[src/rtl/ulpi_reg_arbiter_if.sv]
// Requester and ULPI link command/rx signals for the register arbiter.
// slave: the arbiter side. master: requesters plus link, as driven by the surroundings.
interface ulpi_reg_arbiter_if;
  // Requester 0
  logic       req0;
  logic       we0;
  logic [5:0] addr0;
  logic [7:0] wdata0;
  logic       ack0;
  logic       err0;
  // Requester 1
  logic       req1;
  logic       we1;
  logic [5:0] addr1;
  logic [7:0] wdata1;
  logic       ack1;
  logic       err1;
  // Shared read data
  logic [7:0] rdata;
  // ULPI link command / register-read side
  logic [7:0] lnk_cmd;
  logic       lnk_cmd_strobe;
  logic       lnk_cmd_busy;
  logic       lnk_stp;
  logic       lnk_rd_valid;
  logic [7:0] lnk_rd_data;

  modport slave (
    input  req0, we0, addr0, wdata0,
    input  req1, we1, addr1, wdata1,
    output ack0, err0, ack1, err1, rdata,
    output lnk_cmd, lnk_cmd_strobe, lnk_stp,
    input  lnk_cmd_busy, lnk_rd_valid, lnk_rd_data
  );

  modport master (
    output req0, we0, addr0, wdata0,
    output req1, we1, addr1, wdata1,
    input  ack0, err0, ack1, err1, rdata,
    input  lnk_cmd, lnk_cmd_strobe, lnk_stp,
    output lnk_cmd_busy, lnk_rd_valid, lnk_rd_data
  );
endinterface

[src/rtl/ulpi_reg_arbiter.sv]
// Two-port round-robin arbiter turning register requests into ULPI TX CMD sequences,
// with a per-access link-wait timeout. All outputs are registered from the next state.
module ulpi_reg_arbiter #(
  parameter int unsigned TIMEOUT_CYCLES = 64,
  parameter int unsigned TO_W           = $clog2(TIMEOUT_CYCLES) + 1
) (
  input logic               clk,
  input logic               reset_n,
  ulpi_reg_arbiter_if.slave bus
);

  typedef enum logic [2:0] {StIdle, StCmd, StData, StStp, StRdWait, StDone} state_e;

  // Extended-register escape address; not supported, rejected without link activity.
  localparam logic [5:0]      ExtRegAddr = 6'h2F;
  localparam logic [TO_W-1:0] ToLimit    = TO_W'(TIMEOUT_CYCLES - 1);

  state_e          r_state, w_state_d;
  logic            r_grant, w_grant_d;
  logic            r_last,  w_last_d;
  logic            r_we,    w_we_d;
  logic [5:0]      r_addr,  w_addr_d;
  logic [7:0]      r_wdata, w_wdata_d;
  logic [TO_W-1:0] r_cnt,   w_cnt_d;
  logic            r_err,   w_err_d;
  logic [7:0]      r_rd,    w_rd_d;

  logic [7:0] r_cmd,    w_cmd_d;
  logic       r_strobe, w_strobe_d;
  logic       r_stp,    w_stp_d;
  logic       r_ack0,   w_ack0_d;
  logic       r_ack1,   w_ack1_d;
  logic       r_err0,   w_err0_d;
  logic       r_err1,   w_err1_d;
  logic [7:0] r_rdata,  w_rdata_d;

  logic w_accept;
  logic w_limit;

  assign w_accept = r_strobe & ~bus.lnk_cmd_busy;
  assign w_limit  = (r_cnt == ToLimit);

  // State, access context and output registers; reset aborts any access in flight.
  always_ff @(posedge clk or negedge reset_n) begin
    if (!reset_n) begin
      r_state  <= StIdle;
      r_grant  <= 1'b0;
      r_last   <= 1'b1;
      r_we     <= 1'b0;
      r_addr   <= '0;
      r_wdata  <= '0;
      r_cnt    <= '0;
      r_err    <= 1'b0;
      r_rd     <= '0;
      r_cmd    <= '0;
      r_strobe <= 1'b0;
      r_stp    <= 1'b0;
      r_ack0   <= 1'b0;
      r_ack1   <= 1'b0;
      r_err0   <= 1'b0;
      r_err1   <= 1'b0;
      r_rdata  <= '0;
    end else begin
      r_state  <= w_state_d;
      r_grant  <= w_grant_d;
      r_last   <= w_last_d;
      r_we     <= w_we_d;
      r_addr   <= w_addr_d;
      r_wdata  <= w_wdata_d;
      r_cnt    <= w_cnt_d;
      r_err    <= w_err_d;
      r_rd     <= w_rd_d;
      r_cmd    <= w_cmd_d;
      r_strobe <= w_strobe_d;
      r_stp    <= w_stp_d;
      r_ack0   <= w_ack0_d;
      r_ack1   <= w_ack1_d;
      r_err0   <= w_err0_d;
      r_err1   <= w_err1_d;
      r_rdata  <= w_rdata_d;
    end
  end

  // Next state: arbitration, byte handshake progress and timeout abort.
  always_comb begin
    w_state_d = r_state;
    w_grant_d = r_grant;
    w_last_d  = r_last;
    w_we_d    = r_we;
    w_addr_d  = r_addr;
    w_wdata_d = r_wdata;
    w_err_d   = r_err;
    w_rd_d    = r_rd;
    w_cnt_d   = r_cnt;
    if (r_state == StCmd || r_state == StData || r_state == StRdWait) begin
      w_cnt_d = r_cnt + TO_W'(1);
    end

    case (r_state)
      StIdle: begin
        if (bus.req0 || bus.req1) begin
          // On contention the port that did not win last time is served.
          w_grant_d = (bus.req0 && bus.req1) ? ~r_last : bus.req1;
          w_last_d  = w_grant_d;
          w_we_d    = w_grant_d ? bus.we1    : bus.we0;
          w_addr_d  = w_grant_d ? bus.addr1  : bus.addr0;
          w_wdata_d = w_grant_d ? bus.wdata1 : bus.wdata0;
          w_rd_d    = '0;
          if (w_addr_d == ExtRegAddr) begin
            w_err_d   = 1'b1;
            w_state_d = StDone;
          end else begin
            w_err_d   = 1'b0;
            w_state_d = StCmd;
          end
        end
      end
      StCmd: begin
        if (w_accept) begin
          w_state_d = r_we ? StData : StRdWait;
        end else if (w_limit) begin
          w_err_d   = 1'b1;
          w_state_d = StDone;
        end
      end
      StData: begin
        if (w_accept) begin
          w_state_d = StStp;
        end else if (w_limit) begin
          w_err_d   = 1'b1;
          w_state_d = StDone;
        end
      end
      StStp: w_state_d = StDone;
      StRdWait: begin
        if (bus.lnk_rd_valid) begin
          w_rd_d    = bus.lnk_rd_data;
          w_state_d = StDone;
        end else if (w_limit) begin
          w_err_d   = 1'b1;
          w_state_d = StDone;
        end
      end
      StDone:  w_state_d = StIdle;
      default: w_state_d = StIdle;
    endcase

    // Every state change restarts the wait counter, so it starts at zero in each wait state.
    if (w_state_d != r_state) begin
      w_cnt_d = '0;
    end
  end

  // Outputs for the state being entered; stable across busy stalls since inputs are latched.
  always_comb begin
    w_cmd_d    = 8'h00;
    w_strobe_d = 1'b0;
    w_stp_d    = 1'b0;
    w_ack0_d   = 1'b0;
    w_ack1_d   = 1'b0;
    w_err0_d   = 1'b0;
    w_err1_d   = 1'b0;
    w_rdata_d  = 8'h00;
    case (w_state_d)
      StCmd: begin
        w_strobe_d = 1'b1;
        w_cmd_d    = {(w_we_d ? 2'b10 : 2'b11), w_addr_d};
      end
      StData: begin
        w_strobe_d = 1'b1;
        w_cmd_d    = w_wdata_d;
      end
      StStp: w_stp_d = 1'b1;
      StDone: begin
        w_ack0_d  = ~w_grant_d;
        w_ack1_d  = w_grant_d;
        w_err0_d  = ~w_grant_d & w_err_d;
        w_err1_d  = w_grant_d & w_err_d;
        w_rdata_d = w_err_d ? 8'h00 : w_rd_d;
      end
      default: ;
    endcase
  end

  assign bus.lnk_cmd        = r_cmd;
  assign bus.lnk_cmd_strobe = r_strobe;
  assign bus.lnk_stp        = r_stp;
  assign bus.ack0           = r_ack0;
  assign bus.ack1           = r_ack1;
  assign bus.err0           = r_err0;
  assign bus.err1           = r_err1;
  assign bus.rdata          = r_rdata;

endmodule

[src/flat_wrapper.sv]
// flat-port wrapper written by rule: the top's interface ports become plain ports
module ulpi_reg_arbiter_flat 
#(
  parameter int unsigned TIMEOUT_CYCLES = 64,
  parameter int unsigned TO_W           = $clog2(TIMEOUT_CYCLES) + 1
)
  (clk, reset_n, bus_req0, bus_we0, bus_addr0, bus_wdata0, bus_req1, bus_we1, bus_addr1, bus_wdata1, bus_ack0, bus_err0, bus_ack1, bus_err1, bus_rdata, bus_lnk_cmd, bus_lnk_cmd_strobe, bus_lnk_stp, bus_lnk_cmd_busy, bus_lnk_rd_valid, bus_lnk_rd_data);
  ulpi_reg_arbiter_if bus_i ();
  input logic clk;
  input logic reset_n;
  input wire logic [$bits(bus_i.req0)-1:0] bus_req0;
  input wire logic [$bits(bus_i.we0)-1:0] bus_we0;
  input wire logic [$bits(bus_i.addr0)-1:0] bus_addr0;
  input wire logic [$bits(bus_i.wdata0)-1:0] bus_wdata0;
  input wire logic [$bits(bus_i.req1)-1:0] bus_req1;
  input wire logic [$bits(bus_i.we1)-1:0] bus_we1;
  input wire logic [$bits(bus_i.addr1)-1:0] bus_addr1;
  input wire logic [$bits(bus_i.wdata1)-1:0] bus_wdata1;
  output wire logic [$bits(bus_i.ack0)-1:0] bus_ack0;
  output wire logic [$bits(bus_i.err0)-1:0] bus_err0;
  output wire logic [$bits(bus_i.ack1)-1:0] bus_ack1;
  output wire logic [$bits(bus_i.err1)-1:0] bus_err1;
  output wire logic [$bits(bus_i.rdata)-1:0] bus_rdata;
  output wire logic [$bits(bus_i.lnk_cmd)-1:0] bus_lnk_cmd;
  output wire logic [$bits(bus_i.lnk_cmd_strobe)-1:0] bus_lnk_cmd_strobe;
  output wire logic [$bits(bus_i.lnk_stp)-1:0] bus_lnk_stp;
  input wire logic [$bits(bus_i.lnk_cmd_busy)-1:0] bus_lnk_cmd_busy;
  input wire logic [$bits(bus_i.lnk_rd_valid)-1:0] bus_lnk_rd_valid;
  input wire logic [$bits(bus_i.lnk_rd_data)-1:0] bus_lnk_rd_data;
  assign bus_i.req0 = bus_req0;
  assign bus_i.we0 = bus_we0;
  assign bus_i.addr0 = bus_addr0;
  assign bus_i.wdata0 = bus_wdata0;
  assign bus_i.req1 = bus_req1;
  assign bus_i.we1 = bus_we1;
  assign bus_i.addr1 = bus_addr1;
  assign bus_i.wdata1 = bus_wdata1;
  assign bus_ack0 = bus_i.ack0;
  assign bus_err0 = bus_i.err0;
  assign bus_ack1 = bus_i.ack1;
  assign bus_err1 = bus_i.err1;
  assign bus_rdata = bus_i.rdata;
  assign bus_lnk_cmd = bus_i.lnk_cmd;
  assign bus_lnk_cmd_strobe = bus_i.lnk_cmd_strobe;
  assign bus_lnk_stp = bus_i.lnk_stp;
  assign bus_i.lnk_cmd_busy = bus_lnk_cmd_busy;
  assign bus_i.lnk_rd_valid = bus_lnk_rd_valid;
  assign bus_i.lnk_rd_data = bus_lnk_rd_data;
  ulpi_reg_arbiter #(.TIMEOUT_CYCLES(TIMEOUT_CYCLES), .TO_W(TO_W)) u_core (.clk(clk), .reset_n(reset_n), .bus(bus_i));
endmodule
[config.mk]
export PLATFORM = sky130hd
export DESIGN_NAME = ulpi_reg_arbiter_flat
export DESIGN_NICKNAME = d
export VERILOG_FILES = /design/src/rtl/ulpi_reg_arbiter_if.sv /design/src/rtl/ulpi_reg_arbiter.sv /design/src/flat_wrapper.sv
export SDC_FILE = /design/constraint.sdc
export NUM_CORES = 1
export LEC_CHECK = 0
export CAP_MARGIN = 10
export CORE_UTILIZATION = 53
export DETAILED_ROUTE_END_ITERATION = 8
export MAX_ROUTING_LAYER = met4
export PLACE_DENSITY = 0.84
export SYNTH_ARGS = -nofsm -noshare
export SYNTH_HDL_FRONTEND = slang
export SYNTH_SLANG_ARGS = --single-unit
[constraint.sdc]
create_clock -name clk -period 4.34 [get_ports clk]
set_input_delay 0.651 -clock clk [delete_from_list [all_inputs] [get_ports clk]]
set_output_delay 0.651 -clock clk [all_outputs]
set_load 0.03 [all_outputs]
==> metrics.txt <==
Worst Path Class, Setup input pin to flop; layout cells sized above 1 between 10 and 15%; Mapped Avg Cell Area 11.44 um2; Starting Density between 50% and 60%; CTS buffer count 9; final setup vio count 0; TNS Setup 0 ps; RSZ-0062 raised after global routing false; initial drt markers ~140; CTS Sinks just under 60; drt drc 0; clock latency on the worst-skew pair around 330 ps; CTS clock-pin slew for the worst setup and hold paths around 60 ps; Layout Skew around 8.3 ps; setup bufs post-CTS 0; Post-synth ARST share 100.0%; first-pass GRT wire length roughly 9.9 mm; die area 5583 um2; Place WS approximately 1500 ps; NetSw ~0.00094 W; nets 358; maxcap violations 0; Seq pwr share between 30% and 40%; die width around 75 um; number of diodes 0; WP data arrival about 2800 ps; internal power around 0.0014 W; Final Wtd Congestion between 0.9 and 1; drt via density about 5.5; min Tclk post-route roughly 2600 ps; commonest cells after routing, fill and taps aside clkdlybuf4s50_1, dfrtp_1, nand2_1; P&R area growth vs syn 31.65%; Post-synth EDFFs 0; Tcrit/Tclk final 59.52%; data required time of the worst path about 4600 ps; startpoint types input pin; Clock Path Buffers 2; total gr overflow 0; CTS tree built; Slew @ Worst Pin a little over 700 ps; Cell Area, Synth 2803 um2; Pre-antenna DRT Iters 4; pwr dens 647.1 nW/um2; pins over their slew limit 0; Logic pwr share between 40% and 50%; initial antenna violation count 0; worst-path fanout max 11; final worst slack approximately 1800 ps; outcome finished, final reports clean; Sw Share between 30% and 40%; DP HPWL 4.290 mm; fillers roughly 380; clock share of power about a fifth; Most used DFF post-synth dfrtp_1; Avg WL per Cell roughly 16 um; Rel. slew slack about 53%; YS warnings 0; maximum VDD drop ~0.39 mV; net count after synthesis 290; die height about 75 um; num rows 26; pin count of the biggest net entering global routing between 50 and 60; Unique masters post-synth 57; Final Util between 70 and 80%; Total Wirelength roughly 6.1 mm; vias in the first global route around 2100; Core ar. 5107 um2; maximum clock rate ~390 MHz; GR Util All Layers around 25%; Syn Inst Count about 250; DR vias 2121; CTS hold repair buffers 0; Clock Tree Root clkbuf_8; Lkg Pwr ~1.6 nW; Port Buffers 65; # IOs between 60 and 70; final hold violations 0; most common cell after layout, fill and taps aside clkdlybuf4s50_1; post-route ant nets 0; CP endpoint kind flop; worst min-delay path class input pin to async pin; register area share after synthesis about half; H-tree Lvls 3; Seq cells post-synth 58; # resized after CTS 0
-- worst paths after layout --
check                                       start                    end  slack [ps]  cells after the start
worst max-delay path             bus_lnk_cmd_busy  u_core.bus.lnk_cmd[4]        1760                      7
worst min-delay path                      reset_n        u_core.r_cnt[5]         450                      2
worst max register to register  u_core.r_state[1]  u_core.bus.lnk_cmd[4]        1870                      6
worst min register to register     u_core.r_rd[7]         u_core.r_rd[7]         490                      1
max in group asynchronous                 reset_n        u_core.r_cnt[0]        3410                      2
min in group clk                   u_core.r_rd[7]         u_core.r_rd[7]         490                      1
-- logic make-up (layout without fill, tap and decap cells) --
family / after synthesis / in the layout / synth area share [%]
AOI/OAI and AO/OA: 54 / 54 / 17.68
xor gates and xnor gates: 7 / 7 / 2.188
adders and majority gates: 1 / 1 / 0.4464
buffers and inverters: 28 / 99 / 4.732
DFF: 58 / 58 / 51.83
muxes: 16 / 16 / 5.714
and+or+nand+nor: 81 / 81 / 17.41
-- metal layers --
metal / up-vias / part of all wire [%] / GRT usage (%) / wire length [um]
met2: 61 / 50 / 37.84 / 3052
met1: 1042 / 44 / 31.95 / 2680
met3: 9 / 4.7 / 6.827 / 290
met4: 0 / 1.4 / 11.74 / 87
met5: - / 0 / - / 0
li1: 1009 / - / - / -
-- metrics by stage --
stage / instances / total power, W / hold WS [ps] / instance area (um2)
floorplan: 245 / 0.001589 / 355.4 / 2803
global placement: 372 / 0.001855 / 473.9 / 3497
detailed placement: 372 / 0.001887 / 474.9 / 3497
CTS: 386 / 0.002396 / 473.2 / 3690
global route: 386 / 0.002526 / 505.9 / 3690
finish: 386 / 0.002388 / 453.6 / 3690
-- power by group through the flow --
stage	Clock, W	Sequential (W)	Combinational [W]
CTS	0.000502	0.000827	0.00107
global route	0.000526	0.000844	0.00116
floorplan	0	0.000883	0.000705
global placement	0	0.000830	0.00102
detailed placement	0	0.000833	0.00105
finish	0.000489	0.000828	0.00107
-- sequential cells by signal, indices dropped and copies added (netlist names) --
signal / cells
u_core.r_state: 3
u_core.bus.lnk_cmd_strobe: 1
u_core.bus.lnk_cmd: 8
u_core.r_grant: 1
u_core.bus.rdata: 8
u_core.bus.lnk_stp: 1
u_core.r_we: 1
u_core.bus.ack1: 1
u_core.bus.err1: 1
u_core.r_addr: 6
u_core.bus.err0: 1
u_core.r_wdata: 8
u_core.r_cnt: 7
u_core.r_rd: 8
u_core.bus.ack0: 1
u_core.r_err: 1
u_core.r_last: 1
-- synthesized netlist by cell type, types with 2 or more instances --
library cell | instances | share of area (%)
and3_1 | 3 | 0.67
nand4_1 | 3 | 0.67
xor2_1 | 5 | 1.6
o21ai_1 | 3 | 0.54
nand2b_1 | 2 | 0.45
buf_4 | 3 | 0.80
o21ai_2 | 2 | 0.63
mux2i_1 | 16 | 5.7
or3b_1 | 2 | 0.63
o31ai_1 | 2 | 0.54
nand4b_1 | 2 | 0.63
a22o_1 | 7 | 2.2
a21oi_1 | 3 | 0.54
a31oi_1 | 2 | 0.45
a21boi_1 | 2 | 0.54
nand2_1 | 26 | 3.5
nor3_2 | 2 | 0.71
inv_1 | 16 | 2.1
nand3_1 | 2 | 0.36
dfrtp_1 | 57 | 51
nor4bb_1 | 2 | 0.71
nor2_1 | 11 | 1.5
o32ai_2 | 7 | 4.1
nor3_1 | 3 | 0.54
buf_2 | 7 | 1.2
and4_1 | 2 | 0.63
o21ai_0 | 15 | 2.7
xnor2_1 | 2 | 0.63
nor3b_1 | 8 | 2.1
-- area by class of cell --
class	count	area, um2	share of cell area (%)
sequential	58	1453	39.37
multi-input combinational	159	1221	33.10
timing repair buffer	69	675.6	18.31
clock buffer	12	155.1	4.205
tap	70	87.58	2.374
inverter	16	60.06	1.628
clock inverter	2	37.54	1.017
-- worst max-delay path, stage by stage --
cell and delay (ps):
clkdlybuf4s50_1 410, and2b_1 350, nand4b_1 140, o22ai_1 200, buf_4 240, or3b_1 590, o32ai_2 220
No activity file was read; power rests on OpenSTA's default activity.
